File: config.mk
export PLATFORM = sky130hd
export DESIGN_NAME = segment_scroll_sequencer
export DESIGN_NICKNAME = d
export VERILOG_FILES = /design/src/rtl/seven_segment_pkg.sv /design/src/rtl/scroll_tick_divider.sv /design/src/rtl/segment_scroll_sequencer.sv
export SDC_FILE = /design/constraint.sdc
export NUM_CORES = 1
export LEC_CHECK = 0
export ABC_CLOCK_PERIOD_IN_PS = 7690
export CORE_MARGIN = 2
export CORE_UTILIZATION = 54
export DETAILED_ROUTE_END_ITERATION = 16
export PLACE_DENSITY_LB_ADDON = 0.08
export SYNTH_ARGS = -nofsm -noshare
export SYNTH_HDL_FRONTEND = slang
export SYNTH_SLANG_ARGS = --single-unit
File: constraint.sdc
create_clock -name clock -period 7.69 [get_ports clock]
set_clock_uncertainty 0.15 [all_clocks]
set_input_delay 0.769 -clock clock [delete_from_list [all_inputs] [get_ports clock]]
set_output_delay 0.769 -clock clock [all_outputs]
set_load 0.02 [all_outputs]
File: src/rtl/seven_segment_pkg.sv
// Shared types for the segment scroll sequencer: FSM states and message entry layout.
// SCROLL_POINT_EN widens each entry to {point, nibble}.
package seven_segment_pkg;

    typedef enum logic [1:0] {
        IDLE     = 2'd0,
        SCROLL   = 2'd1,
        FINISHED = 2'd2
    } state_e;

    localparam int NIBBLE_W = 4;
    localparam logic [NIBBLE_W-1:0] BLANK_NIBBLE = 4'h0;

`ifdef SCROLL_POINT_EN
    typedef struct packed {
        logic                point;
        logic [NIBBLE_W-1:0] nibble;
    } entry_t;
`else
    typedef struct packed {
        logic [NIBBLE_W-1:0] nibble;
    } entry_t;
`endif

endpackage

File: src/rtl/scroll_tick_divider.sv
// Free-running power-of-two divider; tick pulses for one clock every 2**SCROLL_DIVISIONS clocks.
// restart realigns the phase so the first tick lands exactly 2**SCROLL_DIVISIONS clocks later.
module scroll_tick_divider #(
    parameter int SCROLL_DIVISIONS = 24
) (
    input  logic clock,
    input  logic reset,
    input  logic restart,
    output logic tick
);

    logic [SCROLL_DIVISIONS-1:0] r_cnt;

    always_ff @(posedge clock) begin
        if (reset || restart) begin
            r_cnt <= '0;
        end else begin
            r_cnt <= r_cnt + 1'b1;
        end
    end

    assign tick = &r_cnt;

endmodule

File: src/rtl/segment_scroll_sequencer.sv
// Message buffer plus scroll scheduler feeding a seven-segment controller's data/pointEnable.
// Optional SCROLL_POINT_EN stores a decimal point per entry; otherwise pointEnable is tied low.
module segment_scroll_sequencer
    import seven_segment_pkg::*;
#(
    parameter int NUM_DIGITS       = 4,
    parameter int DEPTH            = 16,
    parameter int SCROLL_DIVISIONS = 24
) (
    input  logic                           clock,
    input  logic                           reset,
    input  logic                           wrValid,
    input  logic [NIBBLE_W-1:0]            wrData,
    input  logic                           wrPoint,
    output logic                           wrReady,
    input  logic                           clear,
    input  logic                           start,
    input  logic                           loop,
    output logic [NIBBLE_W*NUM_DIGITS-1:0] data,
    output logic [NUM_DIGITS-1:0]          pointEnable,
    output logic [NUM_DIGITS-1:0]          digitBlank,
    output logic                           busy,
    output logic                           done
);

    localparam int AW = $clog2(DEPTH);
    localparam int CW = AW + 1;

    state_e                         r_state, w_state_nxt;
    logic [CW-1:0]                  r_count, w_count_nxt, w_count_wr;
    logic [CW-1:0]                  r_pos, w_pos_nxt;
    logic                           r_done_evt, w_done_evt_nxt;
    logic                           w_wr_ready, w_wr_acc, w_start_eff, w_tick;
    entry_t                         r_mem [DEPTH];
    entry_t                         w_wr_entry;
    logic [CW-1:0]                  w_idx;
    logic [NIBBLE_W*NUM_DIGITS-1:0] w_frame_data, w_data_nxt;
    logic [NUM_DIGITS-1:0]          w_frame_pt, w_frame_blank, w_pt_nxt, w_blank_nxt;

    assign w_wr_ready  = (r_state != SCROLL) && (r_count < CW'(DEPTH));
    assign wrReady     = w_wr_ready;
    assign w_wr_acc    = wrValid && w_wr_ready;
    assign w_count_wr  = r_count + CW'(w_wr_acc);
    // A write landing in the same cycle counts toward the message a start sees.
    assign w_start_eff = start && !clear && (w_count_wr != '0);

`ifdef SCROLL_POINT_EN
    assign w_wr_entry = '{point: wrPoint, nibble: wrData};
`else
    logic w_unused_point;
    assign w_wr_entry     = '{nibble: wrData};
    assign w_unused_point = wrPoint;
`endif

    scroll_tick_divider #(
        .SCROLL_DIVISIONS(SCROLL_DIVISIONS)
    ) u_div (
        .clock  (clock),
        .reset  (reset),
        .restart(w_start_eff),
        .tick   (w_tick)
    );

    always_ff @(posedge clock) begin
        if (!reset && !clear && w_wr_acc) begin
            r_mem[r_count[AW-1:0]] <= w_wr_entry;
        end
    end

    always_ff @(posedge clock) begin
        if (reset) begin
            r_state    <= IDLE;
            r_count    <= '0;
            r_pos      <= '0;
            r_done_evt <= 1'b0;
        end else begin
            r_state    <= w_state_nxt;
            r_count    <= w_count_nxt;
            r_pos      <= w_pos_nxt;
            r_done_evt <= w_done_evt_nxt;
        end
    end

    always_comb begin
        w_state_nxt    = r_state;
        w_count_nxt    = r_count;
        w_pos_nxt      = r_pos;
        w_done_evt_nxt = 1'b0;
        if (clear) begin
            w_state_nxt = IDLE;
            w_count_nxt = '0;
            w_pos_nxt   = '0;
        end else begin
            w_count_nxt = w_count_wr;
            if (w_start_eff) begin
                w_state_nxt = SCROLL;
                w_pos_nxt   = '0;
            end else if (r_state == SCROLL && w_tick) begin
                if (r_pos + CW'(1) < r_count) begin
                    w_pos_nxt = r_pos + CW'(1);
                end else if (loop) begin
                    w_pos_nxt = '0;
                end else begin
                    w_state_nxt    = FINISHED;
                    w_done_evt_nxt = 1'b1;
                end
            end
        end
    end

    // Window select: digit k shows entry[pos + NUM_DIGITS-1-k]; past the message end it goes dark.
    always_comb begin
        w_frame_data  = '0;
        w_frame_pt    = '0;
        w_frame_blank = '1;
        w_idx         = '0;
        for (int k = 0; k < NUM_DIGITS; k++) begin
            w_idx = r_pos + CW'(NUM_DIGITS - 1 - k);
            if (w_idx < r_count) begin
                w_frame_data[k*NIBBLE_W +: NIBBLE_W] = r_mem[w_idx[AW-1:0]].nibble;
                w_frame_blank[k]                     = 1'b0;
`ifdef SCROLL_POINT_EN
                w_frame_pt[k]                        = r_mem[w_idx[AW-1:0]].point;
`endif
            end else begin
                w_frame_data[k*NIBBLE_W +: NIBBLE_W] = BLANK_NIBBLE;
            end
        end
    end

    always_comb begin
        w_data_nxt  = data;
        w_pt_nxt    = pointEnable;
        w_blank_nxt = digitBlank;
        unique case (r_state)
            IDLE: begin
                w_data_nxt  = '0;
                w_pt_nxt    = '0;
                w_blank_nxt = '1;
            end
            SCROLL: begin
                w_data_nxt  = w_frame_data;
                w_pt_nxt    = w_frame_pt;
                w_blank_nxt = w_frame_blank;
            end
            default: ;  // FINISHED freezes the last frame even as writes append
        endcase
    end

    always_ff @(posedge clock) begin
        if (reset) begin
            data        <= '0;
            pointEnable <= '0;
            digitBlank  <= '1;
            busy        <= 1'b0;
            done        <= 1'b0;
        end else begin
            data        <= w_data_nxt;
            pointEnable <= w_pt_nxt;
            digitBlank  <= w_blank_nxt;
            busy        <= (r_state == SCROLL);
            done        <= r_done_evt;
        end
    end

endmodule

==> results.ini <==
[status]
status=complete, no violations

[global_routing]
grt_pass1_vias=4499
grt.total_usage=0.247
grt_max_degree=49
overflow=0
grt_pass1_wl_mm=25.6
antenna_found_initial=1

[setup_path]
path_max_fanout=19
regToRegEndpoint=r_pos[1]
cp.required_ps=7860
slowest_stage=dfxtp_1
endpoint_kind=register
start_kind=register
timing.rr.start=r_pos[1]
worstPathArrival_ps=3660
ff2ff_path_depth=10
r2r_slack_ps=4200
critical_path_class=register to register
crit_chain=buf_4 > ha_1 > xor2_1 > buf_4 > ha_1 > a21o_1 > a31oi_1 > o21a_1 > or3b_1 > a21oi_1
slowest_delay_ps=380

[cts]
cts_resized=0
clock-sinks=127
clock_path_buffers=2
htree_levels=4
tritoncts=yes
path_clk_slew_ps=50
clock_latency_ps=420
numCtsBuffers=17
postCtsSetupRepairBufs=0
cts_hold_buf=0
cts-root-buf=clkbuf_16

[final_layout]
n_antenna_cell=0
syn_to_final_growth_pct=14.2
final_util=0.630
drive_gt1_frac=0.204
nNetsFinal=586

[floorplan]
row_count=41
die_w_um=117
io_pins=38
initial_core_util=0.552
dieArea_mm2=0.0138
core_mm2=0.0126
fp.dieH_um=117

[timing]
fin_crit_ps=3490
fin_crit_sh=0.454
max_slew.worst_pin.slew_ps=1150
fmax_mhz=287
grt_setup_unrepaired=no
hold_viol_final=0
relSlewSlack=0.233
slew_viol_final=0
setup_viol=0
finalSetupTns_ps=0

[logic_synthesis]
synth_cell_types=53
syn_inst=527
yosys_most_used_dff=edfxtp_1
syn-cell-area_mm2=0.00694
syn_avg_cell_area_um2=13.2
synthArstFlopShare=0
synth_edf_count=64
synth.yosys.warnings=0
synth-seq-cells=127
seq_area_frac_synth=0.459

[routing]
totalWireLength_mm=15.9
drt_iter0_markers=236
postRouteAntennaNets=0
vias=4570
drc=0
post_drt_wl_per_cell_um=21.5
dr.pass1.iters=5
via_per_inst=6.20

[min_path]
hold_path_class=register to register
whs_path_depth=1
hold_end=done
min_from=r_done_evt

[job]
cap_violations=0

[power_and_ir_drop]
power_density_mw_per_mm2=194
peakVddDrop_v=0.000145
p_leak_nw=2.61

[placed_design]
hpwl_mm=11.3
place.gp.congestion=0.861
io_buffers=32

[cell usage after synthesis (all sizes together) (8+ instances only)]
cell type | instances | area share
xor2 | 20 | 0.025
edfxtp | 64 | 0.28
inv | 16 | 0.0087
nor3 | 18 | 0.013
a22o | 12 | 0.015
clkbuf | 19 | 0.012
mux4 | 72 | 0.23
buf | 16 | 0.014
nand2 | 21 | 0.011
a21oi | 17 | 0.012
ha | 23 | 0.041
mux2i | 13 | 0.019
nor2b | 8 | 0.0072
xnor2 | 14 | 0.018
dfxtp | 63 | 0.18
nand3 | 16 | 0.012
nor2 | 47 | 0.025
[critical path, delay by kind of cell, from the launching register on]
kind,cells,cell delay (ps)
compound gates,4,1060
buf+inv,2,610
fa+ha+maj,2,590
flops,1,380
simple gates,1,380
xor+xnor,1,210
[cell type report]
class                           instances  area [um2]
Tap cell                              172         215
Inverter                               17        63.8
Clock buffer                           26         490
Multi-Input combinational cell        351        3520
Fill cell                             966        4650
Clock inverter                          6        81.3
Timing Repair Buffer                   38         365
Sequential cell                       127        3180
[stage by stage]
step / instance area [um2] / hold WS [ps] / setup slack, ps / instances / total power, mW
2_1_floorplan: 6950 / 264 / 4100 / 530 / 0.750
3_3_place_gp: 7350 / 271 / 4330 / 705 / 0.764
3_5_place_dp: 7350 / 277 / 4260 / 705 / 0.766
4_1_cts: 7920 / 290 / 4220 / 737 / 1.55
5_1_grt: 7920 / 302 / 3980 / 737 / 1.58
6_report: 7920 / 285 / 4200 / 737 / 1.53
[cells in the final DEF (no fill, tap or decap), types with 2 or more instances in the layout]
cell type / synthesis / final
and4_1: 2 / 2
a31oi_1: 5 / 5
ha_1: 23 / 23
dfxtp_1: 63 / 62
nand3b_1: 4 / 4
edfxtp_1: 64 / 64
a21oi_1: 17 / 17
nand2_1: 21 / 21
nor2_1: 47 / 47
nand4_1: 6 / 6
a21o_1: 2 / 2
mux2i_1: 13 / 13
and2_1: 6 / 6
clkbuf_1: 17 / 7
buf_4: 4 / 6
xnor2_1: 14 / 14
o21bai_1: 3 / 3
or2_2: 2 / 2
bufinv_16: 0 / 2
inv_1: 16 / 16
nor3_1: 18 / 18
and3_1: 2 / 2
a211o_1: 6 / 6
nor2b_1: 8 / 8
nand3_1: 15 / 15
a211oi_1: 5 / 5
o31ai_1: 2 / 2
clkdlybuf4s50_1: 0 / 32
xor2_1: 20 / 20
clkbuf_16: 0 / 18
clkinv_2: 0 / 3
a22o_1: 12 / 12
o21ai_0: 5 / 5
mux4_2: 72 / 72
conb_1: 1 / 4
[how the worst max path moves through the flow]
| stage | startpoint | end | slack (ps) | cells past startpoint |
|---|---|---|---|---|
| 3_5_place_dp | reset | r_mem[0][2] | 4260 | 5 |
| 6_report | r_pos[1] | r_pos[1] | 4200 | 10 |
| 2_1_floorplan | r_pos[0] | data[0] | 4100 | 11 |
| 5_1_grt | r_pos[1] | r_pos[1] | 3980 | 10 |
| 4_1_cts | r_pos[1] | register | 4220 | 10 |
| 3_3_place_gp | r_pos[1] | register | 4330 | 10 |
[where the power goes]
part	leakage (nW)	total, mW	switching [mW]	internal [mW]
Combinational	1.24	0.0337	0.0210	0.0127
Sequential	1.08	0.718	0.00368	0.714
Clock	0.282	0.782	0.278	0.503
[registers in the layout, indices dropped and copies added, names as in the netlist, named ones only]
name         flops
busy             1
data            16
digitBlank       4
done             1
r_count          5
r_done_evt       1
r_mem           64
r_pos            5
r_state          2
u_div.r_cnt     24
[metal layers]
layer  part of all wire  vias up  routed length (um)  GRT usage
met5            0.00082        -                  13          0
met4              0.016        2                 248     0.0791
met3              0.082       22                1300     0.0939
met2               0.48      173                7610      0.387
met1               0.42     2294                6700      0.320
li1                   -     2079                   -          -
[kinds of logic after synthesis]
group / synth area share
AND/OR/NAND/NOR: 0.106
flip-flops: 0.459
multiplexers: 0.253
AO/OA/AOI/OAI: 0.0630
buffers and inverters: 0.0350
XOR/XNOR: 0.0429
adder cells (fa/ha/maj): 0.0415
other: 0.000541
(Power assumes the default switching activity.)
